--- config.mk ---
export PLATFORM = sky130hd
export DESIGN_NAME = dmem_arbiter
export DESIGN_NICKNAME = d
export VERILOG_FILES = /design/src/rtl/dmem_arbiter.sv
export SDC_FILE = /design/constraint.sdc
export NUM_CORES = 1
export LEC_CHECK = 0
export ABC_CLOCK_PERIOD_IN_PS = 2100
export CORE_MARGIN = 2
export CORE_UTILIZATION = 26
export CTS_BUF_LIST = sky130_fd_sc_hd__clkbuf_4 sky130_fd_sc_hd__clkbuf_8
export DETAILED_ROUTE_END_ITERATION = 8
export PLACE_DENSITY = 0.82
export SLEW_MARGIN = 20
export SYNTH_ARGS = -nofsm -noshare
export SYNTH_HDL_FRONTEND = slang
export SYNTH_SLANG_ARGS = --single-unit
--- constraint.sdc ---
create_clock -name clk -period 2.1 [get_ports clk]
set_clock_uncertainty 0.2 [all_clocks]
set_input_delay 0.63 -clock clk [delete_from_list [all_inputs] [get_ports clk]]
set_output_delay 0.63 -clock clk [all_outputs]
set_load 0.01 [all_outputs]
--- src/rtl/dmem_arbiter.sv ---
// dmem_arbiter: two-port (CPU / loader) arbiter in front of a single-ported
// synchronous data memory. It issues one memory command per cycle and grants in
// the same cycle. The loader can take exclusive ownership through l_lock.
// Read data returns one cycle after the grant and goes to the granted port.
// A saturating counter records cycles in which a request waited.

module dmem_arbiter #(
   parameter int ADDR_W  = 8,
   parameter int DATA_W  = 9,
   parameter int RR_MODE = 1
) (
   input  logic              clk,
   input  logic              rst,
   // CPU port
   input  logic              c_req,
   input  logic              c_we,
   input  logic [ADDR_W-1:0] c_addr,
   input  logic [DATA_W-1:0] c_wdata,
   output logic              c_gnt,
   output logic              c_rvalid,
   output logic [DATA_W-1:0] c_rdata,
   // loader / debug port
   input  logic              l_req,
   input  logic              l_we,
   input  logic [ADDR_W-1:0] l_addr,
   input  logic [DATA_W-1:0] l_wdata,
   input  logic              l_lock,
   output logic              l_gnt,
   output logic              l_rvalid,
   output logic [DATA_W-1:0] l_rdata,
   // memory side
   output logic              m_en,
   output logic              m_we,
   output logic [ADDR_W-1:0] m_addr,
   output logic [DATA_W-1:0] m_wdata,
   input  logic [DATA_W-1:0] m_rdata,
   // statistics
   output logic [7:0]        stall_cnt,
   input  logic              cnt_clr
);

   typedef enum logic [0:0] {
      ST_SHARED = 1'b0,
      ST_LOCKED = 1'b1
   } state_t;

   // Last-owner encoding. Reset value is the loader, so that the CPU wins the
   // first round-robin conflict.
   localparam logic OWNER_CPU = 1'b0;
   localparam logic OWNER_LDR = 1'b1;

   state_t      state_r;
   state_t      state_nxt_s;
   logic        last_owner_r;
   logic        last_owner_nxt_s;
   logic        c_gnt_s;
   logic        l_gnt_s;
   logic        deny_s;
   logic        c_rvalid_r;
   logic        l_rvalid_r;
   logic [7:0]  stall_cnt_r;

   // Saturating 8-bit increment used by the stall counter.
   function automatic logic [7:0] sat_inc8(input logic [7:0] val);
      logic [7:0] res;
      if (val == 8'hFF) begin
         res = 8'hFF;
      end else begin
         res = val + 8'd1;
      end
      return res;
   endfunction

   // Round-robin pick on a conflict: returns 1 when the CPU should win.
   function automatic logic rr_pick_cpu(input logic last_owner);
      logic res;
      if (last_owner == OWNER_LDR) begin
         res = 1'b1;
      end else begin
         res = 1'b0;
      end
      return res;
   endfunction

   // Arbitration and next-state logic. No grant is issued while reset is high.
   always_comb begin
      c_gnt_s     = 1'b0;
      l_gnt_s     = 1'b0;
      state_nxt_s = state_r;
      if (rst) begin
         state_nxt_s = ST_SHARED;
      end else begin
         case (state_r)
            ST_SHARED: begin
               if (c_req && l_req) begin
                  if (RR_MODE != 32'sd0) begin
                     if (rr_pick_cpu(last_owner_r)) begin
                        c_gnt_s = 1'b1;
                     end else begin
                        l_gnt_s = 1'b1;
                     end
                  end else begin
                     c_gnt_s = 1'b1;
                  end
               end else if (c_req) begin
                  c_gnt_s = 1'b1;
               end else if (l_req) begin
                  l_gnt_s = 1'b1;
               end else begin
                  c_gnt_s = 1'b0;
               end
               // Ownership is taken only by an actual loader grant with lock set.
               if (l_gnt_s && l_lock) begin
                  state_nxt_s = ST_LOCKED;
               end else begin
                  state_nxt_s = ST_SHARED;
               end
            end
            ST_LOCKED: begin
               // CPU is blocked for the whole locked period, including the
               // cycle in which the loader drops l_lock.
               l_gnt_s = l_req;
               if (!l_lock) begin
                  state_nxt_s = ST_SHARED;
               end else begin
                  state_nxt_s = ST_LOCKED;
               end
            end
            default: begin
               state_nxt_s = ST_SHARED;
            end
         endcase
      end
   end

   // Last-owner tracking: follows every grant and holds otherwise.
   always_comb begin
      last_owner_nxt_s = last_owner_r;
      if (c_gnt_s) begin
         last_owner_nxt_s = OWNER_CPU;
      end else if (l_gnt_s) begin
         last_owner_nxt_s = OWNER_LDR;
      end else begin
         last_owner_nxt_s = last_owner_r;
      end
   end

   // A cycle counts as a stall when any asserted request goes ungranted.
   always_comb begin
      deny_s = (c_req && !c_gnt_s) || (l_req && !l_gnt_s);
   end

   // Memory command mux: the granted port drives the command. With no grant
   // the write enable stays low and address/data are parked at zero.
   always_comb begin
      m_en    = c_gnt_s | l_gnt_s;
      m_we    = 1'b0;
      m_addr  = '0;
      m_wdata = '0;
      if (c_gnt_s) begin
         m_we    = c_we;
         m_addr  = c_addr;
         m_wdata = c_wdata;
      end else if (l_gnt_s) begin
         m_we    = l_we;
         m_addr  = l_addr;
         m_wdata = l_wdata;
      end else begin
         m_we    = 1'b0;
      end
   end

   // FSM state and last-owner registers.
   always_ff @(posedge clk or posedge rst) begin
      if (rst) begin
         state_r      <= ST_SHARED;
         last_owner_r <= OWNER_LDR;
      end else begin
         state_r      <= state_nxt_s;
         last_owner_r <= last_owner_nxt_s;
      end
   end

   // Read-valid pipeline: one cycle after a granted read, to its owner only.
   // Reset clears any read that was in flight.
   always_ff @(posedge clk or posedge rst) begin
      if (rst) begin
         c_rvalid_r <= 1'b0;
         l_rvalid_r <= 1'b0;
      end else begin
         c_rvalid_r <= c_gnt_s & ~c_we;
         l_rvalid_r <= l_gnt_s & ~l_we;
      end
   end

   // Stall counter: clear beats increment, saturates at 255.
   always_ff @(posedge clk or posedge rst) begin
      if (rst) begin
         stall_cnt_r <= 8'd0;
      end else if (cnt_clr) begin
         stall_cnt_r <= 8'd0;
      end else if (deny_s) begin
         stall_cnt_r <= sat_inc8(stall_cnt_r);
      end else begin
         stall_cnt_r <= stall_cnt_r;
      end
   end

   assign c_gnt     = c_gnt_s;
   assign l_gnt     = l_gnt_s;
   assign c_rvalid  = c_rvalid_r;
   assign l_rvalid  = l_rvalid_r;
   assign c_rdata   = m_rdata;
   assign l_rdata   = m_rdata;
   assign stall_cnt = stall_cnt_r;

endmodule

== Word level (Yosys, flattened, before mapping) ==
Cells that the tools add are included.
Word-level totals
  register bits: 12
  output and inout bits: 49
  input bits: 51
Operators by class
  mux-type cells: 32
  add/sub/neg operators: 1
  bitwise gates (word level): 6
  eq/ne operators: 1
  reductions and logical operators: 9
Operator list (number)
  8-bit 2-to-1 mux: 5
  1-bit 2-to-1 mux: 23
  9-bit 2-to-1 mux: 2
  8-bit by 1-bit adder with 8-bit output, second input constant: 1
  8-bit equality test, second input constant: 1
  1-bit logical AND: 4
  1-bit one-hot mux with 2 select lines: 2
  2-bit nonzero test: 2
  1-bit inverter: 3
  1-bit AND: 2
  1-bit logical NOT: 2
  1-bit logical OR: 1
  1-bit bitwise OR: 1

== Logic depth before layout (Yosys ltp) ==
  depth after elaboration: 15
  gate-level depth with buffers: 5
  gate-level depth less buffers: 5

== Least setup slack after synthesis ==
Ideal clock, no wire load.
  path type: input to output
  from: input port c_req
  to: output port m_addr[0]
  required time: 1.270 ns
  arrival: 1.435 ns
  path slack: -0.165 ns
  stages on the path: 4
  cell sequence: nor2b_1 a211oi_1 buf_2 a22o_1
Between the ends
  longest elaborated chain between the ends: 8
  elaborated cells between the ends (all ways): 13
RTL lines
  start, declared: line 15  | input logic c_req,
  1-bit 2-to-1 mux or 1-bit logical AND (tied branches): line 105, 95
  1-bit 2-to-1 mux (*): line 95  | if (c_req && l_req) begin
  1-bit 2-to-1 mux (*): line 93  | case (state_r)
  1-bit 2-to-1 mux (*): line 90  | if (rst) begin
  1-bit one-hot mux with 2 select lines (*): line 93
  1-bit 2-to-1 mux (*): line 90
  named net l_gnt: line 28  | output logic l_gnt,
  8-bit 2-to-1 mux (*): line 164  | end else if (l_gnt_s) begin
  8-bit 2-to-1 mux (*): line 160  | if (c_gnt_s) begin
  end, declared: line 34  | output logic [ADDR_W-1:0] m_addr,
Mark *: on every way through the listed nets, which the timed path passes. The rest lies on a longest branch. The select of a mux whose other input is x is not followed.

== Worst setup path after layout ==
  from: input port l_req
  to: output port m_addr[2]
Between the ends
  longest elaborated chain between the ends: 9
  elaborated cells between the ends (all ways): 13
RTL lines
  start, declared: line 23  | input logic l_req,
  1-bit 2-to-1 mux: line 107  | end else if (l_req) begin
  1-bit 2-to-1 mux: line 105  | end else if (c_req) begin
  1-bit 2-to-1 mux: line 95
  1-bit 2-to-1 mux: line 93
  1-bit 2-to-1 mux: line 90
  1-bit one-hot mux with 2 select lines: line 93
  1-bit 2-to-1 mux: line 90
  8-bit 2-to-1 mux: line 164
  8-bit 2-to-1 mux (*): line 160
Every way passes the cells marked *; elsewhere a longest branch is shown, timed or not. The select of a mux whose other input is x is not followed.

==> insert_results.sql <==
INSERT INTO impl_metrics (metric_group, metric, value, unit) VALUES
('worst_setup_path', 'worst_path_buf_inv', '6', ''),
('logic_synthesis', 'synth-compound-area-share', '0.279', ''),
('finish', 'number_of_nets_in_the_layout', '245', ''),
('worst_setup_path', 'category_of_the_worst_setup_path_capture_point', 'primary output', ''),
('route', 'detailedRoute.firstIterationViolations', '29', ''),
('logic_synthesis', 'yosys-top-cells-area', 'sky130_fd_sc_hd__dfrtp_1 29%, sky130_fd_sc_hd__a22o_1 17%, sky130_fd_sc_hd__buf_4 15%', ''),
('placement', 'place.detailed.hpwl', '2230', 'um'),
('outcome', 'outcome', 'finished, violations left', ''),
('clocking', 'cts_sinks', '12', ''),
('logic_synthesis', 'share_of_synthesized_cell_area_in_full_adder_half_adder_and_majority_cells', '0.0132', ''),
('route', 'drt_pre_antenna_iters', '4', ''),
('sta', 'hold-worst-slack', '0.377', 'ns'),
('route', 'vias_per_cell', '4.74', ''),
('route', 'detail_route.drc_violations', '0', ''),
('sta', 'report.final.slew_viol_count', '0', ''),
('route', 'total_routed_wirelength', '3220', 'um'),
('outcome', 'failed_checks', 'setup timing', ''),
('finish', 'area.sequential', '304', 'um2'),
('placement', 'globalplace.congestion', '0.804', ''),
('worst_setup_path', 'worst_setup_path_start_kind', 'input pin', ''),
('route', 'routed-via-count', '1127', ''),
('sta', 'crit_path_time_final', '2.54', 'ns'),
('finish', 'final_common_cell', 'sky130_fd_sc_hd__clkdlybuf4s50_1', ''),
('route', 'ant_nets', '0', ''),
('logic_synthesis', 'post_synth_mux_area_share', '0.0211', ''),
('clocking', 'cts_max_path_buffers', '2', ''),
('worst_setup_path', 'cp_common_cell', 'sky130_fd_sc_hd__buf_2', ''),
('logic_synthesis', 'combinational_family_with_the_most_area_after_synthesis', 'compound AO/OA/AOI/OAI gates', ''),
('logic_synthesis', 'synthesis.instances', '109', ''),
('finish', 'most-common-layout-cells', '47 x sky130_fd_sc_hd__clkdlybuf4s50_1, 21 x sky130_fd_sc_hd__buf_2, 20 x sky130_fd_sc_hd__buf_4', ''),
('finish', 'layoutNonFillerInstCount', '238', ''),
('worst_setup_path', 'timing.reg2reg.worst_path_depth', '10', ''),
('worst_setup_path', 'worst_setup_path_endpoint', 'm_addr[2]', ''),
('logic_synthesis', 'synth_top_area_cell', 'sky130_fd_sc_hd__dfrtp_1', ''),
('sta', 'final.period_utilization', '1.21', ''),
('worst_setup_path', 'timing.critical_path.from', 'l_req', ''),
('worst_setup_path', 'crit_path_max_fanout', '6', ''),
('finish', 'multi_input_area', '503', 'um2'),
('clocking', 'cts.clk_slew.worst_paths', '0.07', 'ns'),
('logic_synthesis', 'synth_area_per_cell', '8.72', 'um2'),
('grt', 'gr-usage-all-layers', '0.162', ''),
('worst_setup_path', 'worst-r2r-setup-slack', '0.29', 'ns'),
('power_and_ir_drop', 'cellLeakagePower', '0.869', 'nW'),
('finish', 'utilization', '0.544', ''),
('sta', 'setup_slack', '-0.443', 'ns'),
('worst_setup_path', 'cpPeakStageDelay', '0.19', 'ns'),
('power_and_ir_drop', 'totalPowerFinal', '756', 'uW'),
('logic_synthesis', 'synth_nets', '161', ''),
('floorplan', 'core', '3420', 'um2'),
('finish', 'drive_above_1_share', '0.365', ''),
('finish', 'insertedDiodeCount', '0', ''),
('power_and_ir_drop', 'peakVddDrop', '0.000165', 'V'),
('worst_setup_path', 'cp_arrival', '1.71', 'ns'),
('sta', 'timing.fmax', '393', 'MHz'),
('clocking', 'tritoncts.num_buffers', '3', ''),
('sta', 'setup-tns-final', '-6.78', 'ns'),
('floorplan', 'pin_count', '100', ''),
('grt', 'first_global_vias', '1120', ''),
('clocking', 'ctsRootBufferMaster', 'sky130_fd_sc_hd__clkbuf_4', ''),
('worst_setup_path', 'path_delay_family', 'buffers and inverters', ''),
('clocking', 'clk-insertion-delay-late', '0.27', 'ns'),
('logic_synthesis', 'yosys.area.top_type_share', '0.289', ''),
('floorplan', 'start_util', '0.278', ''),
('sta', 'hold_viol', '0', ''),
('sta', 'total_of_endpoints_with_negative_setup_slack_in_the_final_report', '20', ''),
('hold_path', 'hold_path_class', 'input pin to async pin', ''),
('route', 'routedWlPerCell', '13.5', 'um'),
('logic_synthesis', 'synth.cell_area', '951', 'um2'),
('placement', 'buffer_ports.inserted', '72', ''),
('sta', 'timing.max_slew.rel_slack', '0.808', ''),
('worst_setup_path', 'worstSetupPathDepth', '9', '');
==> through the flow <==
stage	cell area [um2]	worst slack (ns)
after global placement	1710	-1.13
final	1860	-0.443
after global routing	1860	-0.491
after CTS	1900	-0.448
after floorplan	973	-0.0881
after detailed placement	1710	-1.15
==> logic make-up after synthesis <==
kind of cell               Yosys count
AOI/OAI and AO/OA                   34
buffers and inverters               27
adders and majority gates            1
and+or+nand+nor                     33
DFF                                 12
muxes                                2
==> sequential cells by signal (all words and copies together) (netlist names) <==
register and cells:
state_r 1, last_owner_r 1, l_rvalid 1, c_rvalid 1, stall_cnt 8
==> layer usage <==
layer,vias to the layer above,global-route usage,routed length [um]
li1,550,-,-
met5,-,0,0
met4,0,0.0479,40
met2,47,0.270,1550
met1,526,0.209,1400
met3,4,0.0399,227
==> worst reg2reg max path: stages, from the launching register on <==
cell	delay, ns
sky130_fd_sc_hd__dfrtp_1	0.41
sky130_fd_sc_hd__nor2b_4	0.19
sky130_fd_sc_hd__o21ai_2	0.10
sky130_fd_sc_hd__nor2_4	0.13
sky130_fd_sc_hd__buf_12	0.13
sky130_fd_sc_hd__buf_16	0.11
sky130_fd_sc_hd__buf_8	0.10
sky130_fd_sc_hd__buf_6	0.09
sky130_fd_sc_hd__buf_4	0.09
sky130_fd_sc_hd__buf_4	0.09
sky130_fd_sc_hd__nor2b_1	0.11
==> how the worst min path moves through the flow <==
stage	end	slack, ns	cells after the start
2_1_floorplan	last_owner_r$_DFFE_PP1P_	0.32	2
3_3_place_gp	stall_cnt[1]$_DFFE_PP0P_	0.39	2
3_5_place_dp	stall_cnt[6]$_DFFE_PP0P_	0.42	2
4_1_cts	l_rvalid$_DFF_PP0_	0.37	4
5_1_grt	state_r$_DFF_PP0_	0.41	4
6_report	state_r$_DFF_PP0_	0.38	4
==> synth_stat cells <==
| master | n |
|---|---|
| sky130_fd_sc_hd__a311oi_1 | 1 |
| sky130_fd_sc_hd__ha_1 | 1 |
| sky130_fd_sc_hd__dfrtp_1 | 11 |
| sky130_fd_sc_hd__mux2i_1 | 2 |
| sky130_fd_sc_hd__nand2_1 | 2 |
| sky130_fd_sc_hd__nor3b_1 | 1 |
| sky130_fd_sc_hd__nor2_1 | 10 |
| sky130_fd_sc_hd__nor3_1 | 4 |
| sky130_fd_sc_hd__or2_1 | 1 |
| sky130_fd_sc_hd__nor2_2 | 1 |
| sky130_fd_sc_hd__inv_2 | 1 |
| sky130_fd_sc_hd__buf_1 | 1 |
| sky130_fd_sc_hd__nor2b_1 | 4 |
| sky130_fd_sc_hd__buf_4 | 19 |
| sky130_fd_sc_hd__a211oi_2 | 1 |
| sky130_fd_sc_hd__a21oi_1 | 4 |
| sky130_fd_sc_hd__a31oi_1 | 1 |
| sky130_fd_sc_hd__and3_1 | 2 |
| sky130_fd_sc_hd__o21ai_1 | 2 |
| sky130_fd_sc_hd__nand4_1 | 2 |
| sky130_fd_sc_hd__a21o_1 | 1 |
| sky130_fd_sc_hd__nand3_1 | 4 |
| sky130_fd_sc_hd__o21ai_0 | 1 |
| sky130_fd_sc_hd__a211oi_1 | 4 |
| sky130_fd_sc_hd__o211ai_1 | 1 |
| sky130_fd_sc_hd__nor3_2 | 1 |
| sky130_fd_sc_hd__buf_2 | 4 |
| sky130_fd_sc_hd__inv_1 | 2 |
| sky130_fd_sc_hd__and3b_1 | 1 |
| sky130_fd_sc_hd__a22o_1 | 18 |
| sky130_fd_sc_hd__dfstp_2 | 1 |
==> cell type report <==
type | count | share of cell area
multi-input combinational | 70 | 0.271
sequential | 12 | 0.164
inverter | 3 | 0.00741
clock buffer | 4 | 0.0195
timing repair buffer | 103 | 0.507
tap | 46 | 0.0310
==> repair_timing <==
item / 4_1_cts / 5_1_grt
hold buffers: 0 / 0
resized for setup: 114 / 7
endpoints found under the setup margin: 26 / 26
pin swaps: 5 / 5
setup buffers: 10 / 7
cloned: 4 / 0
==> power breakdown <==
group	switching, mW	leakage [nW]	internal, mW
sequential	0.00857	0.158	0.244
clock	0.0730	0.0210	0.105
combinational	0.124	0.690	0.201
No activity file was read; power rests on OpenSTA's default activity.
